**src/rtl/d_stage_pkg.sv**
```systemverilog
// Shared decode-stage constants: base opcodes, immediate format codes and buffer types.
package d_stage_pkg;

    localparam logic [6:0] OPC_LOAD      = 7'b0000011;
    localparam logic [6:0] OPC_MISC_MEM  = 7'b0001111;
    localparam logic [6:0] OPC_OP_IMM    = 7'b0010011;
    localparam logic [6:0] OPC_AUIPC     = 7'b0010111;
    localparam logic [6:0] OPC_OP_IMM_32 = 7'b0011011;
    localparam logic [6:0] OPC_STORE     = 7'b0100011;
    localparam logic [6:0] OPC_OP        = 7'b0110011;
    localparam logic [6:0] OPC_LUI       = 7'b0110111;
    localparam logic [6:0] OPC_OP_32     = 7'b0111011;
    localparam logic [6:0] OPC_BRANCH    = 7'b1100011;
    localparam logic [6:0] OPC_JALR      = 7'b1100111;
    localparam logic [6:0] OPC_JAL       = 7'b1101111;
    localparam logic [6:0] OPC_SYSTEM    = 7'b1110011;

    localparam logic [2:0] IMM_S     = 3'd0;
    localparam logic [2:0] IMM_B     = 3'd1;
    localparam logic [2:0] IMM_U     = 3'd2;
    localparam logic [2:0] IMM_J     = 3'd3;
    localparam logic [2:0] IMM_I     = 3'd4;
    localparam logic [2:0] IMM_SHIFT = 3'd5;
    localparam logic [2:0] IMM_CSR   = 3'd6;
    localparam logic [2:0] IMM_NONE  = 3'd7;

    localparam logic [11:0] CSR_TOHOST = 12'h51E;

    typedef enum logic [1:0] {
        OCC_EMPTY = 2'd0,
        OCC_ONE   = 2'd1,
        OCC_FULL  = 2'd2
    } occ_e;

    // Width-independent decoded fields carried alongside the immediate.
    typedef struct packed {
        logic [2:0] imm_sel;
        logic       illegal;
        logic       csr_tohost;
    } dec_t;

endpackage

```
**src/rtl/d_stage_imm_gen.sv**
```systemverilog
// Combinational immediate classifier/extender for one 32-bit instruction.
module d_stage_imm_gen
    import d_stage_pkg::*;
#(
    parameter int unsigned XLEN        = 32,
    parameter logic [11:0] TOHOST_ADDR = CSR_TOHOST
) (
    input  logic [31:0]     inst_i,
    output logic [2:0]      imm_sel_c,
    output logic [XLEN-1:0] imm_c,
    output logic            illegal_c,
    output logic            csr_tohost_c
);

    localparam int unsigned SHAMT_W = (XLEN == 64) ? 6 : 5;

    logic [6:0] opc;
    logic [2:0] funct3;
    logic       is_shift;

    assign opc      = inst_i[6:0];
    assign funct3   = inst_i[14:12];
    assign is_shift = (funct3 == 3'b001) || (funct3 == 3'b101);

    function automatic logic [XLEN-1:0] sext32(input logic [31:0] v);
        sext32 = XLEN'($signed(v));
    endfunction

    // Format classification; word-sized ops only exist on RV64.
    always_comb begin
        imm_sel_c    = IMM_NONE;
        illegal_c    = 1'b0;
        csr_tohost_c = 1'b0;
        case (opc)
            OPC_LOAD, OPC_JALR: imm_sel_c = IMM_I;
            OPC_OP_IMM:         imm_sel_c = is_shift ? IMM_SHIFT : IMM_I;
            OPC_OP_IMM_32: begin
                imm_sel_c = is_shift ? IMM_SHIFT : IMM_I;
                illegal_c = (XLEN != 64);
            end
            OPC_STORE:          imm_sel_c = IMM_S;
            OPC_BRANCH:         imm_sel_c = IMM_B;
            OPC_LUI, OPC_AUIPC: imm_sel_c = IMM_U;
            OPC_JAL:            imm_sel_c = IMM_J;
            OPC_OP, OPC_MISC_MEM: imm_sel_c = IMM_NONE;
            OPC_OP_32:          illegal_c = (XLEN != 64);
            OPC_SYSTEM: begin
                imm_sel_c    = funct3[2] ? IMM_CSR : IMM_NONE;
                csr_tohost_c = (funct3 != 3'b000) && (inst_i[31:20] == TOHOST_ADDR);
            end
            default:            illegal_c = 1'b1;
        endcase
    end

    always_comb begin
        imm_c = '0;
        case (imm_sel_c)
            IMM_S:     imm_c = sext32({{20{inst_i[31]}}, inst_i[31:25], inst_i[11:7]});
            IMM_B:     imm_c = sext32({{19{inst_i[31]}}, inst_i[31], inst_i[7],
                                       inst_i[30:25], inst_i[11:8], 1'b0});
            IMM_U:     imm_c = sext32({inst_i[31:12], 12'b0});
            IMM_J:     imm_c = sext32({{11{inst_i[31]}}, inst_i[31], inst_i[19:12],
                                       inst_i[20], inst_i[30:21], 1'b0});
            IMM_I:     imm_c = sext32({{20{inst_i[31]}}, inst_i[31:20]});
            IMM_SHIFT: imm_c = XLEN'(inst_i[20 +: SHAMT_W]);
            IMM_CSR:   imm_c = XLEN'(inst_i[19:15]);
            default:   imm_c = '0;
        endcase
    end

endmodule

```
**src/rtl/d_stage_imm_decode.sv**
```systemverilog
// Decode-stage immediate unit: decodes at the input, then holds results in a
// two-entry skid buffer (main + skid) toward execute.
module d_stage_imm_decode
    import d_stage_pkg::*;
#(
    parameter int unsigned XLEN        = 32,
    parameter logic [11:0] TOHOST_ADDR = CSR_TOHOST
) (
    input  logic            clk,
    input  logic            rst,
    input  logic            flush,
    input  logic            in_valid,
    output logic            in_ready,
    input  logic [31:0]     in_inst,
    input  logic [XLEN-1:0] in_pc,
    output logic            out_valid,
    input  logic            out_ready,
    output logic [31:0]     out_inst,
    output logic [XLEN-1:0] out_pc,
    output logic [XLEN-1:0] out_imm,
    output logic [2:0]      out_imm_sel,
    output logic            out_illegal,
    output logic            out_csr_tohost
);

    dec_t            in_dec;
    logic [XLEN-1:0] in_imm;

    d_stage_imm_gen #(
        .XLEN        (XLEN),
        .TOHOST_ADDR (TOHOST_ADDR)
    ) u_imm_gen (
        .inst_i       (in_inst),
        .imm_sel_c    (in_dec.imm_sel),
        .imm_c        (in_imm),
        .illegal_c    (in_dec.illegal),
        .csr_tohost_c (in_dec.csr_tohost)
    );

    occ_e            occ_q;
    logic            in_ready_q;
    logic            out_valid_q;
    logic [31:0]     main_inst_q, skid_inst_q;
    logic [XLEN-1:0] main_pc_q,   skid_pc_q;
    logic [XLEN-1:0] main_imm_q,  skid_imm_q;
    dec_t            main_dec_q,  skid_dec_q;

    logic accept, consume;
    logic load_main_in, load_skid_in, load_main_skid;

    assign accept  = in_valid && in_ready_q && !flush;
    assign consume = out_valid_q && out_ready && !flush;

    assign load_main_in   = accept && ((occ_q == OCC_EMPTY) || ((occ_q == OCC_ONE) && consume));
    assign load_skid_in   = accept && (occ_q == OCC_ONE) && !consume;
    assign load_main_skid = consume && (occ_q == OCC_FULL);

    // Occupancy FSM; ready/valid are registered alongside the state.
    always_ff @(posedge clk) begin
        if (rst || flush) begin
            occ_q       <= OCC_EMPTY;
            in_ready_q  <= 1'b1;
            out_valid_q <= 1'b0;
        end else begin
            case (occ_q)
                OCC_EMPTY: begin
                    if (accept) begin
                        occ_q       <= OCC_ONE;
                        out_valid_q <= 1'b1;
                    end
                end
                OCC_ONE: begin
                    if (accept && !consume) begin
                        occ_q      <= OCC_FULL;
                        in_ready_q <= 1'b0;
                    end else if (!accept && consume) begin
                        occ_q       <= OCC_EMPTY;
                        out_valid_q <= 1'b0;
                    end
                end
                OCC_FULL: begin
                    if (consume) begin
                        occ_q      <= OCC_ONE;
                        in_ready_q <= 1'b1;
                    end
                end
                default: begin
                    occ_q       <= OCC_EMPTY;
                    in_ready_q  <= 1'b1;
                    out_valid_q <= 1'b0;
                end
            endcase
        end
    end

    // Payload registers hold their value unless loaded, keeping the head stable under stall.
    always_ff @(posedge clk) begin
        if (load_main_in) begin
            main_inst_q <= in_inst;
            main_pc_q   <= in_pc;
            main_imm_q  <= in_imm;
            main_dec_q  <= in_dec;
        end else if (load_main_skid) begin
            main_inst_q <= skid_inst_q;
            main_pc_q   <= skid_pc_q;
            main_imm_q  <= skid_imm_q;
            main_dec_q  <= skid_dec_q;
        end
        if (load_skid_in) begin
            skid_inst_q <= in_inst;
            skid_pc_q   <= in_pc;
            skid_imm_q  <= in_imm;
            skid_dec_q  <= in_dec;
        end
    end

    assign in_ready       = in_ready_q;
    assign out_valid      = out_valid_q;
    assign out_inst       = out_valid_q ? main_inst_q : '0;
    assign out_pc         = out_valid_q ? main_pc_q : '0;
    assign out_imm        = out_valid_q ? main_imm_q : '0;
    assign out_imm_sel    = out_valid_q ? main_dec_q.imm_sel : 3'd0;
    assign out_illegal    = out_valid_q && main_dec_q.illegal;
    assign out_csr_tohost = out_valid_q && main_dec_q.csr_tohost;

endmodule

```
**config.mk**
```make
export PLATFORM = sky130hd
export DESIGN_NAME = d_stage_imm_decode
export DESIGN_NICKNAME = d
export VERILOG_FILES = /design/src/rtl/d_stage_pkg.sv /design/src/rtl/d_stage_imm_gen.sv /design/src/rtl/d_stage_imm_decode.sv
export SDC_FILE = /design/constraint.sdc
export NUM_CORES = 1
export LEC_CHECK = 0
export ABC_AREA = 1
export CAP_MARGIN = 25
export CORE_ASPECT_RATIO = 1.75
export CORE_MARGIN = 2
export CORE_UTILIZATION = 23
export CTS_CLUSTER_SIZE = 30
export DETAILED_ROUTE_END_ITERATION = 10
export PLACE_DENSITY_LB_ADDON = 0.08
export SYNTH_ARGS = -nofsm -noshare
export SYNTH_HDL_FRONTEND = slang
export SYNTH_SLANG_ARGS = --single-unit
export TNS_END_PERCENT = 30
```
**constraint.sdc**
```tcl
create_clock -name clk -period 7.1 [get_ports clk]
set_clock_uncertainty 0.05 [all_clocks]
set_input_delay 1.42 -clock clk [delete_from_list [all_inputs] [get_ports clk]]
set_output_delay 1.42 -clock clk [all_outputs]
set_load 0.05 [all_outputs]
```
======== Word-level counts from Yosys, hierarchy flattened ========
Cells that the tools add are included.
cells by class
  equal/unequal tests ..................... 29
  multiplexer cells ....................... 30
  bitwise logic cells ..................... 2
  reductions and logical operators ........ 31
operators with widths
  cell                                                                     count
  32-bit 2-to-1 mux                                                        9
  32-bit case mux with 7 select lines                                      1
  7-bit == test, second input constant                                     4
  7-bit by 5-bit == test with 1-bit output, second input constant          3
  7-bit by 6-bit == test with 1-bit output, second input constant          3
  3-bit case mux with 7 select lines                                       1
  1-bit logical AND                                                        14
  12-bit by 11-bit == test with 1-bit output, second input constant        1
  3-bit == test, second input constant                                     4
  11-bit OR reduction                                                      1
  5-bit 2-to-1 mux                                                         2
  1-bit 2-to-1 mux                                                         9
  2-bit 2-to-1 mux                                                         4
  7-bit by 2-bit == test with 1-bit output, second input constant          1
  7-bit by 4-bit == test with 1-bit output, second input constant          1
  3-bit by 1-bit == test with 1-bit output, second input constant          2
  3-bit by 2-bit == test with 1-bit output, second input constant          2
  2-bit inequality test, second input constant                             3
  1-bit case mux with 3 select lines                                       2
  2-bit case mux with 3 select lines                                       1
  3-bit AND reduction                                                      2
  2-bit OR reduction                                                       3
  2-bit by 1-bit inequality test with 1-bit output, second input constant  2
  4-bit AND reduction                                                      1
  other kinds (11)                                                         16
storage, ports and cells
  register bits after elaboration ......... 206
  output and inout bits ................... 103
  logic and storage cells ................. 107

======== Logic depth before layout (Yosys ltp) ========
  word-level depth ........................ 7
  mapped depth ............................ 13

======== Hierarchy ========
From an unflattened synthesis, not the netlist that was laid out.
second synthesis, totals
  cell total of the unflattened synthesis .. 960
  area, all modules ....................... 9564.2 sq um
by module, submodules not included
  module              instances  cells an instance  area each (sq um)  seq. area each (sq um)
  d_stage_imm_decode  1          791                8550.7             6145.9
  d_stage_imm_gen     1          169                1013.5             0.0

======== Least setup slack after synthesis ========
Ideal clock, no wire load.
  path kind ............................... input -> register
  start ................................... input flush
  end ..................................... register skid_dec_q[0] (netlist bit), enable pin
  setup time .............................. 0.564 ns
  arrival ................................. 6.024 ns
  setup slack ............................. 0.461 ns
  stages .................................. 4
  path buffers ............................ 0
  path through ............................ nand3b_1 nor2_1 inv_1 nor2_1
on the way
  longest elaborated chain between the ends .. 4
  elaborated cells on any way between the ends .. 6
  those cells by class .................... 6 x reduce/logical
RTL lines
  item                                                  line                                                source
  start: declaration                                    d_stage_imm_decode.sv:11                            input logic flush,
  1-bit zero test (*)                                   d_stage_imm_decode.sv:51, d_stage_imm_decode.sv:52
  1-bit logical AND, on equally long branches           d_stage_imm_decode.sv:51, d_stage_imm_decode.sv:52
  1-bit logical AND or 1-bit zero test (tied branches)  d_stage_imm_decode.sv:55                            assign load_skid_in = accept && (occ_q == OCC_ONE) && !consume;
  1-bit logical AND (*)                                 d_stage_imm_decode.sv:55
  named net load_skid_in                                d_stage_imm_decode.sv:49                            logic load_main_in, load_skid_in, load_main_skid;
  end signal: assignment                                d_stage_imm_decode.sv:113                           skid_dec_q <= in_dec;
  end: declaration                                      d_stage_imm_decode.sv:46                            dec_t main_dec_q, skid_dec_q;
The timed path passes the listed nets; every way through them passes the cells marked *.
A chain may end at the register's enable or synchronous reset.

======== Worst setup path in the final report ========
  start ................................... register out_valid_q (netlist: out_valid)
  end ..................................... output out_imm[13]
on the way
  longest elaborated chain between the ends .. 1
RTL lines
  item                      line                       source
  start: declaration        d_stage_imm_decode.sv:42   logic out_valid_q;
  start signal: assignment  d_stage_imm_decode.sv:63   out_valid_q <= 1'b0;
  start signal: assignment  d_stage_imm_decode.sv:69   out_valid_q <= 1'b1;
  start signal: assignment  d_stage_imm_decode.sv:78   out_valid_q <= 1'b0;
  32-bit 2-to-1 mux         d_stage_imm_decode.sv:121  assign out_imm = out_valid_q ? main_imm_q : '0;
  end: declaration          d_stage_imm_decode.sv:20   output logic [XLEN-1:0] out_imm,
Every way passes these cells.

==> impl_metrics.csv <==
group,metric,value,unit
yosys,synth_largest_area_cell,"edfxtp_1",
global_route,grt_pass1_wl,40.0,mm
layout,drive_gt1_share,7.42,%
sta,hold_slack,0.435,ns
floorplanning,initial_core_util,23.3,%
yosys,synthArstFlopShare,0,%
clocking,cts_htree_levels,1,
sta,worstMarginPinSlew,0.935,ns
worst_setup_path,worst-r2r-setup-slack,3.44,ns
yosys,synthAdderAreaFrac,0,%
power,p_sw,0.660,mW
yosys,synth.area.mux_share,0,%
power,switching_share,22.9,%
routing,firstDrtPassIters,4,
worst_setup_path,critPathLaunch,"out_valid",
routing,routed_via_density,4.12,
yosys,synth_warnings,0,
floorplanning,dieWidth,155,µm
outcome,status,"finished, final reports clean",
worst_setup_path,cp_num_cells,4,
worst_setup_path,timing.rr.end,"main_pc_q[12]",
yosys,ys_ff_latch,206,
yosys,syn-cell-area,9150,µm²
yosys,synth_fp_nets,992,
global_route,grt_util_all_layers,12.7,%
clocking,cts.sinks,206,
clocking,max-clock-path-buffers,3,
yosys,synth-main-ff-cell,"edfxtp_1",
yosys,yosys.cell_count.top_type,"nand2_1",
floorplanning,rows,96,
routing,drt-initial-drc-count,325,
routing,wl_met3,1.04,mm
place,globalplace.congestion,0.727,
global_route,grt_max_degree,72,
sta,finalCritPeriodShare,61.9,%
hold_path,holdPathStages,2,
sta,finalSetupViolCount,0,
yosys,synth-compound-area-share,3.04,%
run,maxCapViolations,0,
sta,fmax,227,MHz
power,p_int,2.22,mW
layout,n_antenna_cell,0,
layout,post-route-util,31.1,%
routing,wl_met2,14.1,mm
yosys,syn_area_per_cell,9.91,µm²
hold_path,min_to,"in_ready",
power,powerDensity,236,nW/µm²
worst_setup_path,slowest_stage,"clkdlybuf4s50_1",
worst_setup_path,rr_worst_depth,7,
worst_setup_path,critPathKind,"flop to output port",
floorplanning,die_area,41400,µm²
routing,met1Wirelength,10.6,mm
worst_setup_path,startpoint_type,"flop",
routing,wl,26.2,mm
global_route,antenna_found_initial,0,
floorplanning,dieHeight,268,µm
layout,fill_cells,4111,
yosys,yosys.cell_types.count,31,
sta,max_slew_margin,37.4,%
worst_setup_path,cp_top_family,"buffers and inverters",
yosys,synthSimpleGateAreaFrac,22.5,%
power,p_leak,5.38,nW
clocking,clk_latency,0.51,ns
routing,vias,6575,
power,comb_power_share,8.4,%
clocking,clk_pin_slew,0.06,ns
place,io_buffer_count,171,
clocking,cts_made_buffers,22,
yosys,syn_inst,923,
yosys,synth_commonest_cells,"413 x nand2_1, 202 x edfxtp_1, 125 x inv_1",
yosys,synth_top_area_share,66.3,%
clocking,cts_resized,0,
routing,wl_per_cell,16.4,µm
clocking,cts.hold.buffers_added,0,
global_route,grt_pass1_vias,6758,
clocking,root_buffer,"clkbuf_16",
sta,rsz0062_at_grt,"false",
sta,final_hold_viol_count,0,
hold_path,hold_class,"flop to flop",
yosys,yosysSeqAreaShare,67.2,%
power,p_seq_share,48.2,%
floorplanning,core_area,39300,µm²
floorplanning,io_pins,172,
worst_setup_path,cp.required,5.63,ns
worst_setup_path,setup.worst_path.end_class,"output port",
yosys,synthTopCellsByArea,"edfxtp_1 66%, nand2_1 17%, inv_1 5.1%, nand3_2 1.5%, o21ai_0 1.4%",
hold_path,min_from,"in_ready",
sta,fin_setup_tns,0,ns
clocking,postCtsSetupBuffers,0,
yosys,synth-xor-area-share,0,%
routing,antenna_left,0,
global_route,overflow,0,
power,power.total,2.88,mW
worst_setup_path,r2r_start,"out_valid",
routing,drcViolationCount,0,
place,dp_hpwl,16.9,mm
power,vdd_drop_max,0.129,mV
layout,area_delta_synth_final,33.4,%
routing,routed.top_layer,"met4",
clocking,tritoncts,"yes",
worst_setup_path,crit_fanout,68,
worst_setup_path,arrival,2.93,ns
worst_setup_path,cpPeakStageDelay,0.81,ns
worst_setup_path,worst-path-buf-inv,3,
power,power_frac_clock,43.4,%
yosys,synth_top_family_by_area,"simple AND/OR/NAND/NOR gates",
worst_setup_path,crit_chain,"buf_4 -> nand2_1 -> inv_1 -> clkdlybuf4s50_1",
yosys,synth_edf_count,202,
layout,final_nets,1158,
sta,min_period,4.40,ns
sta,maxSlewViolCount,0,
[cells by family after synthesis]
family                 count (synthesis)
AOI/OAI and AO/OA                     48
buffers and inverters                172
DFF                                  206
and+or+nand+nor                      497
[sequential cells by signal, summed over array words and instances (netlist names)]
| signal | cells |
|---|---|
| skid_dec_q | 5 |
| in_ready | 1 |
| out_valid | 1 |
| occ_q | 2 |
| main_pc_q | 32 |
| main_inst_q | 32 |
| skid_inst_q | 32 |
| skid_imm_q | 32 |
| main_imm_q | 32 |
| main_dec_q | 5 |
| skid_pc_q | 32 |
[metal layers]
metal / track usage (%) / vias up
met5: 0 / -
li1: - / 3280
met3: 1.74 / 28
met2: 24.4 / 159
met4: 3.85 / 0
met1: 14.5 / 3108
[cell usage in the layout (no fill, tap or decap), drive strengths merged]
cell type and n:
buf 9, nand4 3, nand3b 1, clkinv 6
clkbuf 31, a22oi 1, clkdlybuf4s50 171, nor3 3
o21ai 27, dfxtp 4, a21oi 7, bufinv 4
nand3 37, edfxtp 202, nor4 4, a211oi 11
or2 1, nand2 415, inv 133, nor2 33
a31oi 1, o211ai 1
[power groups by stage]
| stage | Clock (mW) | Sequential [mW] | Combinational, mW |
|---|---|---|---|
| 2_1_floorplan | 0 | 1.41 | 0.130 |
| 3_3_place_gp | 0 | 1.42 | 0.246 |
| 3_5_place_dp | 0 | 1.42 | 0.247 |
| 4_1_cts | 1.30 | 1.39 | 0.248 |
| 5_1_grt | 1.34 | 1.39 | 0.267 |
| 6_report | 1.25 | 1.39 | 0.241 |
[how the worst max path moves through the flow]
| stage | end | slack, ns |
|---|---|---|
| after global placement | main_pc_q[8] | 2.23 |
| after floorplan | skid_dec_q[0] | 0.46 |
| after CTS | out_inst[20] | 2.55 |
| after detailed placement | main_pc_q[8] | 2.27 |
| after global routing | out_inst[20] | 2.43 |
| final | out_imm[13] | 2.70 |
[area by class of cell]
| cell class | instances | area, µm² | area share [%] |
|---|---|---|---|
| flip-flops and latches | 206 | 6150 | 50.4 |
| multi-input cells | 545 | 2360 | 19.4 |
| repair buffers | 180 | 1800 | 14.7 |
| clock buffers | 31 | 626 | 5.13 |
| well taps | 490 | 613 | 5.02 |
| inverters | 134 | 504 | 4.13 |
| clock inverters | 9 | 149 | 1.22 |
[tightest hold or removal path, delay by kind of cell, from the launching register on]
kind,cells,cell delay (ns)
AO/OA/AOI/OAI,1,0.07
flip-flops,1,0.32
AND/OR/NAND/NOR,1,0.05
[through the flow]
step | cells | instance area, µm² | setup slack (ns)
6_report | 1595 | 12200 | 2.70
5_1_grt | 1595 | 12200 | 2.43
4_1_cts | 1594 | 12200 | 2.55
3_5_place_dp | 1554 | 11400 | 2.27
3_3_place_gp | 1554 | 11400 | 2.23
2_1_floorplan | 923 | 9150 | 0.461
(Power assumes the default switching activity.)
